`src/rtl/pixel_readout.sv`:
```
// pixel_readout: steps the shared column ADC across the enabled row and hands
// each sample to the frame buffer with its linear pixel address.
module pixel_readout #(
    parameter int DATA_W = 8,
    parameter int COLS = 2,
    parameter int CONV_TIMEOUT = 64,
    localparam int CW = (COLS > 1) ? $clog2(COLS) : 1,
    localparam int AW = $clog2(2 * COLS),
    localparam int TW = $clog2(CONV_TIMEOUT + 1)
) (
    input  logic              Clk,
    input  logic              Reset,
    input  logic              ADC,
    input  logic              NRE_1,
    input  logic              NRE_2,
    output logic              Adc_start,
    output logic [CW-1:0]     Col_sel,
    input  logic              Adc_done,
    input  logic [DATA_W-1:0] Adc_data,
    output logic [DATA_W-1:0] Pix_data,
    output logic [AW-1:0]     Pix_addr,
    output logic              Pix_valid,
    input  logic              Pix_ready,
    output logic              Frame_done,
    output logic              Overrun,
    output logic              Timeout
);
    localparam logic [2:0] IDLE = 3'd0, START = 3'd1, CONV = 3'd2, OUT = 3'd3, ROW_WAIT = 3'd4;
    localparam logic [CW-1:0] LAST_COL = CW'(COLS - 1);
    localparam logic [TW-1:0] LAST_CNT = TW'(CONV_TIMEOUT - 1);
    logic [2:0]    state;
    logic          row;
    logic [CW-1:0] col;
    logic [TW-1:0] cnt;
    logic          req, closed, busy;
    assign req = ADC & (~NRE_1 | ~NRE_2);
    // The latched row's window: closed when ADC drops or its enable deasserts.
    assign closed = ~ADC | (row ? NRE_2 : NRE_1);
    assign busy = (state == START) | (state == CONV) | (state == OUT);
    assign Adc_start = (state == START) & ~closed;
    assign Pix_valid = (state == OUT) & ~closed;
    assign Col_sel = col;
    always_ff @(posedge Clk or negedge Reset) begin
        if (!Reset) begin
            state      <= IDLE;
            row        <= 1'b0;
            col        <= '0;
            cnt        <= '0;
            Pix_data   <= '0;
            Pix_addr   <= '0;
            Frame_done <= 1'b0;
            Overrun    <= 1'b0;
            Timeout    <= 1'b0;
        end else begin
            Frame_done <= 1'b0;
            if (busy && closed) begin
                Overrun <= 1'b1;
                state   <= IDLE;
            end else begin
                case (state)
                    IDLE: if (req) begin
                        row   <= NRE_1;
                        col   <= '0;
                        state <= START;
                        if (!NRE_1) begin
                            Overrun <= 1'b0;
                            Timeout <= 1'b0;
                        end
                    end
                    START: begin
                        cnt   <= '0;
                        state <= CONV;
                    end
                    CONV: if (Adc_done) begin
                        Pix_data <= Adc_data;
                        Pix_addr <= row ? AW'(COLS) + AW'(col) : AW'(col);
                        state    <= OUT;
                    end else if (cnt == LAST_CNT) begin
                        Timeout <= 1'b1;
                        state   <= ROW_WAIT;
                    end else begin
                        cnt <= cnt + 1'b1;
                    end
                    OUT: if (Pix_ready) begin
                        if (col == LAST_COL) begin
                            state      <= ROW_WAIT;
                            // A frame that saw an abort never reports completion.
                            Frame_done <= row & ~Overrun;
                        end else begin
                            col   <= col + 1'b1;
                            state <= START;
                        end
                    end
                    ROW_WAIT: if (closed) state <= IDLE;
                    default: state <= IDLE;
                endcase
            end
        end
    end
endmodule

```
`config.mk`:
```
export PLATFORM = sky130hd
export DESIGN_NAME = pixel_readout
export DESIGN_NICKNAME = d
export VERILOG_FILES = /design/src/rtl/pixel_readout.sv
export SDC_FILE = /design/constraint.sdc
export NUM_CORES = 1
export LEC_CHECK = 0
export CORE_MARGIN = 4
export CORE_UTILIZATION = 30
export DETAILED_ROUTE_END_ITERATION = 10
export SYNTH_ARGS = -nofsm -noshare
export SYNTH_HDL_FRONTEND = slang
export SYNTH_SLANG_ARGS = --single-unit
```
`constraint.sdc`:
```
create_clock -name Clk -period 2.4 [get_ports Clk]
set_clock_uncertainty 0.05 [all_clocks]
set_input_delay 0.48 -clock Clk [delete_from_list [all_inputs] [get_ports Clk]]
set_output_delay 0.48 -clock Clk [all_outputs]
set_load 0.1 [all_outputs]
```
==> impl_metrics.env, run 1 <==
export IMPL_end_kind="output pin"
export IMPL_yosys_warnings=0
export IMPL_core_region_area_um2=4000
export IMPL_synth_seq_area_share_pct=50.61
export IMPL_die_height_um=72.19
export IMPL_hold_buffers=0
export IMPL_fin_nets=169
export IMPL_peakVddDrop_mv=0.2875
export IMPL_ys_types=32
export IMPL_cts_tree="built"
export IMPL_dp_cells=198
export IMPL_syn_area_per_cell_um2=10.75
export IMPL_wirelength_um=2814
export IMPL_synth_most_common_cell="dfrtp_1"
export IMPL_grt_start_max_net_pins=26
export IMPL_antenna_found_initial=0
export IMPL_async_flop_share_pct=100.0
export IMPL_tns_ns=0
export IMPL_clk_latency_ns=0.26
export IMPL_cts_resized=0
export IMPL_die_w_um=72.19
export IMPL_grtUsageTotal_pct=10.92
export IMPL_synth_top_area_cell="dfrtp_1"
export IMPL_fmax_ghz=0.4369
export IMPL_drive_above_1_share_pct=29.61
export IMPL_netlist_top_cells_area="dfrtp_1, mux2_2, nand3_1"
export IMPL_ys_seq_elements=25
export IMPL_hp_class="register to register"
export IMPL_yosys_area_top_type_share_pct=50.61
export IMPL_dr_pass1_iters=4
export IMPL_syn_area_um2=1236
export IMPL_ioPinCount=31
export IMPL_slew_headroom_pct=74.82
export IMPL_numCtsBuffers=3
export IMPL_fp_dieArea_um2=5211
export IMPL_p_leak_nw=0.7344
export IMPL_hold_violations=0
export IMPL_whs_ns=0.4639
export IMPL_final_max_slew_viol_count=0
export IMPL_cp_start_kind="input port"
export IMPL_finalCriticalPeriod_ns=2.289
export IMPL_drtAntennaViolNets=0
export IMPL_cts_sinks=25
export IMPL_post_cts_buffers=0
export IMPL_synth_edf_count=0
export IMPL_finalCritPeriodShare_pct=95.37
export IMPL_wl_per_cell_um=13.93
export IMPL_synth_cells=115
export IMPL_num_vias=1044
export IMPL_rows=23
export IMPL_overflow=0
export IMPL_portBuffers=30
export IMPL_maxCapViolations=0
export IMPL_insertedDiodeCount=0
export IMPL_grt_pass1_wl_um=4650
export IMPL_setup_violations=0
export IMPL_cp_required_ns=1.87
export IMPL_gp_congestion=0.8456
export IMPL_final_cells=202
export IMPL_drc=0
export IMPL_rsz0062_at_grt="false"
export IMPL_ys_flop_type="dfrtp_1"
export IMPL_initial_core_util_pct=30.90
export IMPL_status="completed"
export IMPL_worst_endpoint_arrival_ns=1.76
export IMPL_synth_commonest_cells="dfrtp_1, mux2_2, nand2_1"
export IMPL_max_clock_path_buffers=2
export IMPL_crit_path_max_fanout=6
export IMPL_crit_type="input port to output pin"
export IMPL_drt_iter0_markers=58
export IMPL_cts_root_buf="clkbuf_8"
export IMPL_grt_pass1_vias=1009
export IMPL_worst_slew_pin_slew_ns=0.3768
export IMPL_syn_nets=131
export IMPL_power_per_cell_area_nw_per_um2=860.5
export IMPL_clk_pin_slew_ns=0.09
export IMPL_place_hpwl_um=2140
export IMPL_syn_to_final_growth_pct=34.51
export IMPL_vias_per_cell=5.168
export IMPL_htree_levels=1
## sequential cells by signal, summed over array words and instances, names as in the netlist
name	flops
Overrun	1
Col_sel	1
cnt	7
Frame_done	1
Pix_addr	2
Timeout	1
state	3
Pix_data	8
row	1
## power breakdown
part           internal, mW  total (mW)  switching (mW)
clock network         0.118       0.254           0.136
registers             0.487       0.550          0.0628
logic                 0.167       0.627           0.460
## stage by stage
step | setup slack, ns | power [mW] | util [%] | instance area, um2
floorplan | 0.1131 | 1.018 | - | 1239
global placement | 0.1508 | 1.177 | 40.35 | 1614
detailed placement | 0.08646 | 1.189 | 40.35 | 1614
CTS | 0.1306 | 1.444 | 41.57 | 1663
global route | 0.07561 | 1.485 | 41.57 | 1663
finish | 0.1110 | 1.431 | 41.57 | 1663
## path summary, 6_finish.rpt
path	startpoint	endpoint	slack, ns	depth (start not counted)
max	NRE_1	Pix_valid	0.11	5
min	Pix_data[5]$_DFFE_PN0P_	Pix_data[5]$_DFFE_PN0P_	0.46	1
max reg2reg	row$_DFFE_PN0P_	Pix_data[2]$_DFFE_PN0P_	0.55	4
min reg2reg	Pix_data[5]$_DFFE_PN0P_	Pix_data[5]$_DFFE_PN0P_	0.46	1
max in group asynchronous	Reset	cnt[3]$_DFFE_PN0P_	1.54	2
min in group asynchronous	Reset	cnt[0]$_DFFE_PN0P_	0.51	2
## cells by family (layout without fill, tap and decap cells)
group	Yosys count	after routing	synth area share (%)
adders and majority gates	1	1	1.012
AOI/OAI and AO/OA	22	22	11.34
buffers and inverters	6	43	2.023
and+or+nand+nor	47	47	21.46
DFF	25	25	50.61
muxes	14	14	13.56
## metal layers
metal | wire [um] | vias to the layer above | GRT usage, %
li1 | - | 502 | -
met1 | 1202 | 509 | 13.26
met2 | 1409 | 27 | 19.11
met3 | 160 | 6 | 2.909
met4 | 42 | 0 | 2.714
met5 | 0 | - | 0
## cells in the final DEF, fill, tap and decap left out, types with 2 or more instances in the layout
cell	netlist	layout
clkbuf_8	0	3
a31oi_1	3	3
o211ai_1	3	3
nand2b_1	2	2
o21ai_0	6	6
buf_4	0	19
a21oi_1	5	5
nand3_1	10	10
clkdlybuf4s50_1	0	14
or4_1	5	5
nand2_1	11	11
buf_12	0	2
nand4b_1	2	2
inv_1	4	4
mux2_2	12	12
nand4_1	2	2
dfrtp_1	25	25
nor2_1	7	6
## cell type report
cell class | count | area (um2)
Timing Repair Buffer | 35 | 322.8
Clock inverter | 1 | 7.507
Fill cell | 399 | 2337
Tap cell | 50 | 62.56
Clock buffer | 3 | 41.29
Inverter | 4 | 15.01
Multi-Input combinational cell | 84 | 588.1
Sequential cell | 25 | 625.6
## critical path, cell delays in order
cell and delay, ns:
clkdlybuf4s50_1 0.53, mux2i_4 0.22, nand4_1 0.17, inv_1 0.16, buf_12 0.19
Note: power is estimated with default switching activity, not from simulation.
==> run 2: changes to the inputs <==
- CTS_BUF_LIST: not set -> sky130_fd_sc_hd__clkbuf_16
==> run 2 against run 1 <==
Against the previous run: fmax barely moved; register-to-register slack is essentially flat; clock power increased by 44%; largest power group unchanged; worst setup slack improved by 0.00071 ns; global-route usage is 0.14 points lower; first-iteration DRC count fell by 26%; die area did not move; worst hold slack got worse by 0.0063 ns; final cell count is the same; critical path depth is the same; wire length down 0.53%.
==> impl_metrics.env, run 2 (same netlist as run 1, synthesis figures left out) <==
export IMPL_cp_start_kind="input port"
export IMPL_initial_core_util_pct=30.90
export IMPL_worst_endpoint_arrival_ns=1.76
export IMPL_status="completed"
export IMPL_numCtsBuffers=3
export IMPL_dp_cells=198
export IMPL_crit_path_max_fanout=6
export IMPL_die_w_um=72.19
export IMPL_power_per_cell_area_nw_per_um2=910.9
export IMPL_finalCriticalPeriod_ns=2.288
export IMPL_antenna_found_initial=0
export IMPL_slew_headroom_pct=74.84
export IMPL_clk_pin_slew_ns=0.06
export IMPL_syn_to_final_growth_pct=37.25
export IMPL_grt_start_max_net_pins=26
export IMPL_final_max_slew_viol_count=0
export IMPL_overflow=0
export IMPL_fin_nets=169
export IMPL_setup_ws_ns=0.1117
export IMPL_peakVddDrop_mv=0.3171
export IMPL_hold_buffers=0
export IMPL_core_region_area_um2=4000
export IMPL_wl_per_cell_um=13.86
export IMPL_grt_pass1_wl_um=4643
export IMPL_layout_commonest_cell="dfrtp_1"
export IMPL_cts_tree="built"
export IMPL_fmax_ghz=0.4370
export IMPL_rows=23
export IMPL_gp_congestion=0.8456
export IMPL_final_cell_mix="dfrtp_1, buf_4, clkdlybuf4s50_1"
export IMPL_post_cts_buffers=0
export IMPL_grtUsageTotal_pct=10.78
export IMPL_vias_per_cell=5.153
export IMPL_hp_class="register to register"
export IMPL_grt_pass1_vias=1006
export IMPL_maxCapViolations=0
export IMPL_top_register="Pix_data"
export IMPL_setup_violations=0
export IMPL_portBuffers=30
export IMPL_dr_pass1_iters=4
export IMPL_hold_violations=0
export IMPL_num_vias=1041
export IMPL_crit_type="input port to output pin"
export IMPL_final_cells=202
export IMPL_die_height_um=72.19
export IMPL_cp_required_ns=1.87
export IMPL_place_hpwl_um=2140
export IMPL_cts_root_buf="clkbuf_16"
export IMPL_end_kind="output pin"
export IMPL_finalCritPeriodShare_pct=95.34
export IMPL_largestRegisters="Pix_data (8), cnt (7), state (3)"
export IMPL_htree_levels=1
export IMPL_drc=0
export IMPL_max_clock_path_buffers=2
export IMPL_ioPinCount=31
export IMPL_p_leak_nw=0.7497
export IMPL_cts_sinks=25
export IMPL_drtAntennaViolNets=0
export IMPL_fp_dieArea_um2=5211
export IMPL_insertedDiodeCount=0
export IMPL_cts_resized=0
export IMPL_wirelength_um=2799
export IMPL_largest_reg_flops=8
export IMPL_clk_latency_ns=0.25
export IMPL_worst_slew_pin_slew_ns=0.3766
export IMPL_tns_ns=0
export IMPL_drive_above_1_share_pct=29.61
export IMPL_rsz0062_at_grt="false"
export IMPL_dpl_worst_slack_ns=0.08646
export IMPL_drt_iter0_markers=43
run 2: worst max-delay path: stages:
cell             delay [ns]
clkdlybuf4s50_1        0.53
mux2i_4                0.22
nand4_1                0.17
inv_1                  0.16
buf_12                 0.19
run 2: final timing paths:
| path | from | end | slack (ns) | cells past startpoint |
|---|---|---|---|---|
| max in group asynchronous | Reset | state[2]$_DFFE_PN0P_ | 1.53 | 2 |
| min reg2reg | Pix_data[5]$_DFFE_PN0P_ | Pix_data[5]$_DFFE_PN0P_ | 0.46 | 1 |
| max reg2reg | row$_DFFE_PN0P_ | Pix_data[2]$_DFFE_PN0P_ | 0.55 | 4 |
| min | Pix_data[5]$_DFFE_PN0P_ | Pix_data[5]$_DFFE_PN0P_ | 0.46 | 1 |
| min in group asynchronous | Reset | Timeout$_DFFE_PN0P_ | 0.53 | 2 |
| max | NRE_1 | Pix_valid | 0.11 | 5 |
run 2: layer usage:
metal | share of wire (%) | global-route usage, % | vias up
met5 | 0 | 0 | -
met4 | 0.96 | 2.088 | 0
met3 | 5.4 | 2.493 | 4
met2 | 50 | 19.01 | 20
met1 | 44 | 13.47 | 515
li1 | - | - | 502
run 2: report_power, final:
part	internal [mW]	switching [mW]	leakage (nW)
combinational	0.167	0.460	0.384
sequential	0.488	0.0631	0.328
clock	0.226	0.142	0.0371
run 2: layout make-up:
type	count	area (um2)
Fill cell	393	2303
Sequential cell	25	625.6
Multi-Input combinational cell	84	588.1
Timing Repair Buffer	35	322.8
Clock buffer	3	75.07
Tap cell	50	62.56
Inverter	4	15.01
Clock inverter	1	7.507
run 2: metrics by stage:
stage	power, mW	utilization, %	cell area, um2	hold slack [ns]
after floorplan	1.018	-	1239	0.1344
after CTS	1.559	42.41	1697	0.4611
after detailed placement	1.189	40.35	1614	0.4466
after global placement	1.177	40.35	1614	0.4373
final	1.545	42.41	1697	0.4575
after global routing	1.602	42.41	1697	0.4770
==> run 3: changes to the inputs <==
- CTS_CLUSTER_DIAMETER: not set -> 60
==> results of run 3 <==
The final DEF is identical to that of run 2; final timing and power are the same.
